### src/rtl/mod_n_updown_counter.sv
// rtl/mod_n_updown_counter.sv - modulo-N up/down counter with load, saturate option and terminal count
module mod_n_updown_counter #(
    parameter int WIDTH    = 4,
    parameter int MODULUS  = 13,
    parameter int SATURATE = 0
) (
    input  logic             clk,
    input  logic             rst,
    input  logic             en,
    input  logic             up_dn,
    input  logic             load,
    input  logic [WIDTH-1:0] d,
    output logic [WIDTH-1:0] count,
    output logic             tc,
    output logic             wrap,
    output logic             load_err
);

    // Top of range held in WIDTH bits so MODULUS = 2**WIDTH never needs an extra bit.
    localparam logic [WIDTH-1:0] MAXV = WIDTH'(MODULUS - 1);
    localparam logic [WIDTH-1:0] ZERO = '0;

    logic at_max;
    logic at_zero;

    assign at_max  = (count == MAXV);
    assign at_zero = (count == ZERO);
    assign tc      = en & ~load & (up_dn ? at_max : at_zero);

    always_ff @(posedge clk) begin
        if (!rst) begin
            count    <= ZERO;
            wrap     <= 1'b0;
            load_err <= 1'b0;
        end else begin
            wrap     <= 1'b0;
            load_err <= 1'b0;
            if (load) begin
                if (d > MAXV) begin
                    count    <= MAXV;
                    load_err <= 1'b1;
                end else begin
                    count <= d;
                end
            end else if (en) begin
                if (up_dn) begin
                    if (at_max) begin
                        wrap  <= 1'b1;
                        count <= (SATURATE != 0) ? MAXV : ZERO;
                    end else begin
                        count <= count + WIDTH'(1);
                    end
                end else begin
                    if (at_zero) begin
                        wrap  <= 1'b1;
                        count <= (SATURATE != 0) ? ZERO : MAXV;
                    end else begin
                        count <= count - WIDTH'(1);
                    end
                end
            end
        end
    end

endmodule

### config.mk
export PLATFORM = sky130hd
export DESIGN_NAME = mod_n_updown_counter
export DESIGN_NICKNAME = d
export VERILOG_FILES = /design/src/rtl/mod_n_updown_counter.sv
export SDC_FILE = /design/constraint.sdc
export NUM_CORES = 1
export LEC_CHECK = 0
export BUFFER_PORTS_ARGS = -buffer_cell sky130_fd_sc_hd__buf_2
export CORE_AREA = 4 4 41 43
export CTS_CLUSTER_DIAMETER = 80
export CTS_CLUSTER_SIZE = 10
export DETAILED_ROUTE_END_ITERATION = 12
export DIE_AREA = 0 0 45 47
export PLACE_DENSITY = 0.64
export SKIP_CTS_REPAIR_TIMING = 1
export SLEW_MARGIN = 10
export SYNTH_ARGS = -nofsm -noshare
export SYNTH_HDL_FRONTEND = slang
export SYNTH_SLANG_ARGS = --single-unit
### constraint.sdc
create_clock -name clk -period 1.36 [get_ports clk]
set_input_delay 0.272 -clock clk [delete_from_list [all_inputs] [get_ports clk]]
set_output_delay 0.272 -clock clk [all_outputs]
set_load 0.1 [all_outputs]
==> impl_metrics.tcl, run 1 <==
set metrics [dict create \
    port_buffers 15 \
    drt_first_pass_iters 4 \
    start_util_pct 35.29 \
    post_route_fraction_of_the_period_consumed_by_the_critical_path_pct 118.5 \
    synth-simple-area-share_pct 29.43 \
    grt.total_usage_pct 12.58 \
    skew_ns 0.001344 \
    rsz0062_at_grt "true" \
    postSynth.topFlopCell "dfxtp_1" \
    synth.area.mux_share_pct 2.452 \
    detailedPlacementHpwl_um 903.9 \
    relative_max_transition_margin_pct 67.87 \
    synth_top_family_by_area "simple AND/OR/NAND/NOR gates" \
    worst-slew-pin-transition_ns 0.4854 \
    cap_violations 0 \
    clkSinkCount 6 \
    clk_pin_slew_ns 0.04 \
    drv_slew 0 \
    maximum_net_fanout_on_the_critical_path 5 \
    antenna_violating_nets_post_route 0 \
    timing.hold.ws_ns 0.2885 \
    mostFrequentLayoutCells "11 x buf_4, 10 x buf_2, 7 x nand2_1, 5 x buf_12" \
    cts-buffers-inserted 3 \
    worst_setup_path_start_kind "flop" \
    path_class "flop to output pin" \
    syn_area_per_cell_sq_um 7.783 \
    worstSkewPairLatency_ns 0.24 \
    postPlaceCellArea_sq_um 720.7 \
    antenna_diode_count 0 \
    synth-seq-area-share_pct 26.16 \
    drt_drc_violations_left 0 \
    finalSetupViolations 1 \
    io-pin-count 16 \
    status "finished with violations" \
    htree_levels 1 \
    yosysWarningCount 0 \
    die_h_um 47 \
    fin_crit_ns 1.611 \
    gpl.final_weighted_congestion 0.7724 \
    r2r.worst_path.cells 7 \
    clockBufferDepth 2 \
    fin_util_pct 61.35 \
    vdd_drop_max_mv 0.4394 \
    crit_arrival_ns 1.34 \
    grt_start_max_net_pins 12 \
    setup_total_negative_slack_ns -0.2512 \
    pwr_density_cell_nw_per_um2 872.9 \
    post_synth_instance_area_sq_um 459.2 \
    final-hold-violation-count 0 \
    synth_xor_xnor_area_share_pct 0 \
    timing.critical_path.slowest_stage_cell "dfxtp_4" \
    violated_checks "negative setup slack" \
    post_synth_num_cell_types 28 \
    synth_edf_count 0 \
    drt_iter0_drc 5 \
    timing.critical_path.to_type "output pin" \
    grt_pass1_vias 445 \
    core_region_area_sq_um 1301 \
    clockRootBuffer "clkbuf_4" \
    final_total_pwr_mw 0.6968 \
    cts_tree "built" \
    min_delay_path_depth 3 \
    total_wire_length_um 1216 \
    synthArstFlopShare_pct 0 \
    grt.overflow.total 0 \
    timing.final.ws_setup_ns -0.2512 \
    compound_gate_fraction_of_synth_area_pct 25.89 \
    final_net_count 97 \
    layout-drive-gt1-share_pct 54.76 \
    cp_slowest_stage_delay_ns 0.34 \
    design_area_sq_um 798.3 \
    cp_data_required_time_ns 1.09 \
    max_freq_ghz 0.6207 \
    final_common_cell "buf_4" \
    postSynthNetCount 70 \
    post_drt_wl_per_cell_um 12.28 \
    die_area_sq_um 2115 \
    synth_fa_ha_area_share_pct 5.450 \
    grt_antenna_before_repair 0 \
    critical_path.cell_chain "inv_4 -> ha_4 -> o21ai_4 -> nor3b_4 -> buf_12" \
    synthCells 59 \
    floorplan.rows 13 \
    area_delta_synth_final_pct 73.84 \
    hp-class "input pin to flop" \
    route.vias.total 515 \
    avgViaCountPerCell 5.202 \
    die-width_um 45 \
    ys_ff_latch 6 \
    grt_pass1_wl_um 1904 \
    cellLeakagePower_nw 0.3467 \
]
-- power breakdown --
group / switching, mW / internal (mW)
logic: 0.195 / 0.147
registers: 0.0103 / 0.187
clock network: 0.0582 / 0.0994
-- state kept, by name, summed over array words and instances, names as in the netlist --
signal    count
count         4
load_err      1
wrap          1
-- worst paths after layout --
kind	from	end	slack [ns]
setup / recovery	count[0]$_SDFFE_PN0P_	tc	-0.25
hold / removal	d[1]	count[1]$_SDFFE_PN0P_	0.29
setup reg to reg	count[0]$_SDFFE_PN0P_	count[2]$_SDFFE_PN0P_	0
hold reg to reg	count[1]$_SDFFE_PN0P_	count[1]$_SDFFE_PN0P_	0.76
-- cell type report --
cell class                      instances  area [sq um]
Timing Repair Buffer                   26         232.7
Inverter                                3         13.76
Sequential cell                         6         135.1
Clock buffer                            3         22.52
Tap cell                               15         18.77
Fill cell                             116         503.0
Multi-Input combinational cell         46         375.4
-- synth_stat cells (3+ instances only) --
| cell type | number | area (sq um) |
|---|---|---|
| buf_6 | 3 | 33.78 |
| nor3_1 | 3 | 15.01 |
| inv_1 | 3 | 11.26 |
| o21ai_0 | 3 | 15.01 |
| a21oi_1 | 3 | 15.01 |
| nand2_1 | 7 | 26.28 |
| nor2_1 | 4 | 15.01 |
| dfxtp_1 | 6 | 120.1 |
| nand3_1 | 3 | 15.01 |
-- cell families after synthesis --
| group | count (synthesis) |
|---|---|
| buffers and inverters | 7 |
| AND/OR/NAND/NOR | 26 |
| flip-flops | 6 |
| AO/OA/AOI/OAI | 17 |
| multiplexers | 1 |
| adder cells (fa/ha/maj) | 2 |
-- through the flow --
step	std cells	setup WS [ns]
6_report	99	-0.2512
5_1_grt	99	-0.3255
4_1_cts	96	-0.2944
3_5_place_dp	93	-0.04176
3_3_place_gp	93	-0.03656
2_1_floorplan	59	-0.6919
-- metal layers --
| metal | up-vias | track usage, % | wire (um) |
|---|---|---|---|
| met5 | - | 0 | 0 |
| met4 | 0 | 5.263 | 4 |
| met3 | 2 | 5.747 | 74 |
| met2 | 16 | 19.49 | 579 |
| met1 | 230 | 15.07 | 558 |
| li1 | 267 | - | - |
-- worst max-delay path: cells and delay by family (launching register included) --
family                   cells  cell delay, ns
adder cells (fa/ha/maj)      1            0.17
buffers and inverters        2            0.27
AND/OR/NAND/NOR              1            0.25
AO/OA/AOI/OAI                1            0.08
flip-flops                   1            0.34
(Power assumes the default switching activity.)
==> run 2, diff against run 1 <==
REMOVE_ABC_BUFFERS = 1   (was unset)
==> run 2 against run 1 <==
Largest cell class unchanged. Critical path type unchanged. Count of clock-buffer cells in the layout stayed put. Via count is 6.8% higher. Register-to-register slack worse by 0.02 ns. Total power is 0.31% lower. Maximum frequency is 1.2% higher. Highest routed layer is now met3. Die area stayed put. Largest power group unchanged. The flow still finishes with violations (negative setup slack). Setup slack better by 0.019 ns.
==> impl_metrics.tcl, run 2 (synthesis gave the netlist of run 1 again) <==
set metrics [dict create \
    cts-buffers-inserted 3 \
    htree_levels 1 \
    die_area_sq_um 2115 \
    drt_first_pass_iters 4 \
    rsz0062_at_grt "true" \
    clk_pin_slew_ns 0.05 \
    grt_antenna_before_repair 0 \
    critical_path.cell_chain "and3_4 -> o21ai_2 -> nor3b_2 -> buf_4 -> buf_12" \
    cellLeakagePower_nw 0.3505 \
    start_util_pct 35.29 \
    floorplan.rows 13 \
    post_drt_wl_per_cell_um 13.43 \
    skew_ns 0.004383 \
    largestRegisters "count (4), load_err (1), wrap (1)" \
    postPlaceCellArea_sq_um 695.7 \
    worst_setup_path_start_kind "flop" \
    drt_iter0_drc 10 \
    layout-drive-gt1-share_pct 56.32 \
    relative_max_transition_margin_pct 67.91 \
    design_area_sq_um 789.5 \
    worstSkewPairLatency_ns 0.24 \
    detailedPlacementHpwl_um 953.4 \
    n_fill_cell 126 \
    maximum_net_fanout_on_the_critical_path 3 \
    antenna_diode_count 0 \
    post_route_fraction_of_the_period_consumed_by_the_critical_path_pct 117.1 \
    cp_data_required_time_ns 1.09 \
    clkSinkCount 6 \
    violated_checks "negative setup slack" \
    timing.hold.worst_endpoint "count[0]$_SDFFE_PN0P_" \
    r2r.worst_path.cells 5 \
    min_delay_path_depth 2 \
    multi_input_area_sq_um 351.6 \
    route.vias.total 550 \
    timing.final.ws_setup_ns -0.2320 \
    grt_start_max_net_pins 10 \
    grt_pass1_vias 503 \
    die-width_um 45 \
    final_net_count 100 \
    core_region_area_sq_um 1301 \
    fin_crit_ns 1.592 \
    avgViaCountPerCell 5.392 \
    path_class "flop to output pin" \
    crit_arrival_ns 1.32 \
    grt_pass1_wl_um 2063 \
    place_ws_ns -0.1078 \
    clockRootBuffer "clkbuf_4" \
    worst_hold_startpoint "rst" \
    timing.critical_path.to_type "output pin" \
    drt_drc_violations_left 0 \
    setup.reg_to_reg.worst_slack_ns -0.02 \
    antenna_violating_nets_post_route 0 \
    pwr_density_cell_nw_per_um2 879.9 \
    max_freq_ghz 0.6281 \
    layout.area.seq_sq_um 130.1 \
    timing.critical_path.slowest_stage_cell "dfxtp_4" \
    hp-class "input pin to flop" \
    grt.total_usage_pct 13.46 \
    total_wire_length_um 1370 \
    drv_slew 0 \
    cts_tree "built" \
    grt.overflow.total 0 \
    io-pin-count 16 \
    area_delta_synth_final_pct 71.93 \
    mostFrequentLayoutCells "14 x buf_4, 10 x buf_2, 7 x nand2_1, 5 x buf_12, 4 x nor2_1" \
    cap_violations 0 \
    regMostFlops "count" \
    vdd_drop_max_mv 0.6389 \
    die_h_um 47 \
    gpl.final_weighted_congestion 0.8272 \
    final_common_cell "buf_4" \
    regToRegStartpoint "count[3]$_SDFFE_PN0P_" \
    status "finished with violations" \
    finalSetupViolations 3 \
    critical_path.reg2reg.endpoint "count[3]$_SDFFE_PN0P_" \
    final-hold-violation-count 0 \
    cp_slowest_stage_delay_ns 0.36 \
    clockBufferDepth 2 \
    port_buffers 15 \
    worst-slew-pin-transition_ns 0.4848 \
    largest_register_ff_count 4 \
]
==> run 2: worst max path at each step <==
| stage | to | cells after the start | start |
|---|---|---|---|
| detailed placement | tc | 6 | count[0]$_SDFFE_PN0P_ |
| global route | tc | 5 | count[3]$_SDFFE_PN0P_ |
| global placement | tc | 6 | up_dn |
| finish | tc | 5 | count[3]$_SDFFE_PN0P_ |
| floorplan | wrap$_SDFF_PP0_ | 4 | count[2]$_SDFFE_PN0P_ |
| CTS | tc | 6 | count[0]$_SDFFE_PN0P_ |
==> run 2: report_power, final <==
group	leakage (nW)	switching, mW	internal, mW
combinational	0.286	0.191	0.141
sequential	0.0512	0.0123	0.188
clock	0.0138	0.0623	0.0997
==> run 2: stage by stage <==
| step | cells | TNS [ns] | hold slack [ns] | utilization (%) | power, mW |
|---|---|---|---|---|---|
| 2_1_floorplan | 55 | -8.338 | 0.3937 | - | 0.3646 |
| 3_3_place_gp | 99 | -0.1753 | 0.5521 | 53.46 | 0.4972 |
| 3_5_place_dp | 99 | -0.2770 | 0.5552 | 53.46 | 0.5000 |
| 4_1_cts | 102 | -0.5945 | 0.2966 | 55.19 | 0.6689 |
| 5_1_grt | 102 | -0.4450 | 0.3097 | 60.67 | 0.7358 |
| 6_report | 102 | -0.2619 | 0.3081 | 60.67 | 0.6947 |
==> run 2: layout make-up <==
cell class | count | area share (%)
timing repair buffer | 29 | 32.33
clock buffer | 3 | 2.853
sequential | 6 | 16.48
inverter | 3 | 1.426
tap | 15 | 2.377
multi-input combinational | 46 | 44.53
==> run 2: per-layer routing <==
metal	part of all wire, %	vias up	wire (um)	track usage, %
met5	0	-	0	0
met2	57	14	783	22.60
met3	3.8	0	52	6.130
met1	39	263	534	15.56
met4	0	0	0	3.509
li1	-	273	-	-
==> run 2: critical path, delay by kind of cell (launching register included) <==
| kind | cells | cell delay (ns) |
|---|---|---|
| AO/OA/AOI/OAI | 1 | 0.07 |
| AND/OR/NAND/NOR | 2 | 0.34 |
| flip-flops | 1 | 0.36 |
| buffers and inverters | 2 | 0.30 |
==> run 3, diff against run 2 <==
SKIP_CTS_REPAIR_TIMING = unset   (was 1)
==> run 3 against run 2 <==
The run still ends with negative setup slack left. Largest cell class unchanged. Critical endpoint unchanged. Core utilization grew 7.6 points. Via count rose by 3.1%. Count of clock-buffer cells in the layout is the same.
==> impl_metrics.tcl, run 3 (synthesis gave the netlist of run 1 again) <==
set metrics [dict create \
    status "finished with violations" \
    violated_checks "negative setup slack" \
    place_ws_ns -0.1078 \
    die_area_sq_um 2115 \
    fin_util_pct 68.27 \
    antenna_diode_count 0 \
    maximum_net_fanout_on_the_critical_path 3 \
    cap_violations 0 \
    area_delta_synth_final_pct 93.46 \
    port_buffers 15 \
    final_common_cell "buf_4" \
    skew_ns 0.008710 \
    post_drt_wl_per_cell_um 15.25 \
    cts_tree "built" \
    gpl.final_weighted_congestion 0.8272 \
    worst_setup_path_start_kind "flop" \
    grt.overflow.total 0 \
    grt_start_max_net_pins 10 \
    avgViaCountPerCell 5.349 \
    route.vias.total 567 \
    grt_pass1_wl_um 2594 \
    max_freq_ghz 0.6287 \
    n_fill_cell 102 \
    largest_register_ff_count 4 \
    final_total_pwr_mw 0.7680 \
    timing.hold.ws_ns 0.2927 \
    largestRegisters "count (4), load_err (1), wrap (1)" \
    grt.total_usage_pct 17.33 \
    io-pin-count 16 \
    drt_iter0_drc 10 \
    cts-buffers-inserted 3 \
    start_util_pct 35.29 \
    clockBufferDepth 2 \
    hp-class "input pin to flop" \
    final-hold-violation-count 0 \
    antenna_violating_nets_post_route 0 \
    layout.area.seq_sq_um 130.1 \
    drv_slew 0 \
    die-width_um 45 \
    finalSetupViolations 5 \
    timing.critical_path.to_type "output pin" \
    path_class "flop to output pin" \
    clockRootBuffer "clkbuf_4" \
    htree_levels 1 \
    layout-drive-gt1-share_pct 63.74 \
    regMostFlops "count" \
    crit_arrival_ns 1.32 \
    floorplan.rows 13 \
    drt_drc_violations_left 0 \
    relative_max_transition_margin_pct 67.87 \
    clk_pin_slew_ns 0.05 \
    mostFrequentLayoutCells "12 x buf_4, 10 x buf_2, 6 x nand2_1, 5 x buf_12, 5 x buf_6" \
    worst-slew-pin-transition_ns 0.4852 \
    detailedPlacementHpwl_um 953.4 \
    post_route_fraction_of_the_period_consumed_by_the_critical_path_pct 117.0 \
    cellLeakagePower_nw 0.3854 \
    clkSinkCount 6 \
    rsz0062_at_grt "true" \
    die_h_um 47 \
    grt_antenna_before_repair 0 \
    cp_data_required_time_ns 1.09 \
    drt_first_pass_iters 4 \
    ctsHoldBuffers 0 \
    core_region_area_sq_um 1301 \
    final_net_count 104 \
    worstSkewPairLatency_ns 0.25 \
    pwr_density_cell_nw_per_um2 864.5 \
    timing.final.ws_setup_ns -0.2307 \
    fin_crit_ns 1.591 \
    vdd_drop_max_mv 0.5238 \
    multi_input_area_sq_um 394.1 \
    grt_pass1_vias 566 \
    total_wire_length_um 1616 \
]
[run 3: changes by cell type in the layout (fill, tap and decap cells not counted), sizes merged]
cell,before,now
buf,29,33
[run 3: what timing repair did]
action,4_1_cts,5_1_grt
pin swaps,13,8
endpoints found under the setup margin,4,6
setup buffers,3,3
gates resized for setup,25,12
[run 3: final cells by class]
class | instances | area share (%)
multi-input combinational | 46 | 44.37
tap | 15 | 2.113
clock buffer | 3 | 2.535
timing repair buffer | 33 | 35.07
sequential | 6 | 14.65
inverter | 3 | 1.268
[run 3: final timing paths]
path,from,to,slack [ns],cells after the start
max,count[3]$_SDFFE_PN0P_,tc,-0.23,5
max reg2reg,count[0]$_SDFFE_PN0P_,count[3]$_SDFFE_PN0P_,-0.13,8
min reg2reg,count[2]$_SDFFE_PN0P_,count[2]$_SDFFE_PN0P_,0.70,3
min,rst,count[0]$_SDFFE_PN0P_,0.29,2
[run 3: power breakdown]
part	switching (mW)	internal (mW)	total, mW	leakage, nW
combinational	0.218	0.177	0.395	0.320
clock	0.0726	0.100	0.173	0.0138
sequential	0.0121	0.188	0.200	0.0512
[run 3: per-stage QoR]
step                      cells  setup TNS, ns  cell area [sq um]
final                       106        -0.4566              888.4
after global routing        106        -0.7107              888.4
after CTS                   104        -0.2734              824.5
after detailed placement     99        -0.2770              695.7
after global placement       99        -0.1753              695.7
after floorplan              55         -8.338              421.7
[run 3: worst max-delay path: stages, from the launching register on]
cell and delay, ns:
dfxtp_4 0.35, nor3_4 0.18, o21ai_2 0.09, nor3b_2 0.15, buf_4 0.14, buf_12 0.16
[run 3: layer usage]
metal / part of all wire [%] / global-route usage [%] / vias to the layer above
li1: - / - / 280
met1: 41 / 18.95 / 261
met2: 51 / 31.07 / 17
met3: 4.2 / 4.981 / 9
met4: 3.4 / 7.602 / 0
met5: 0 / 0 / -
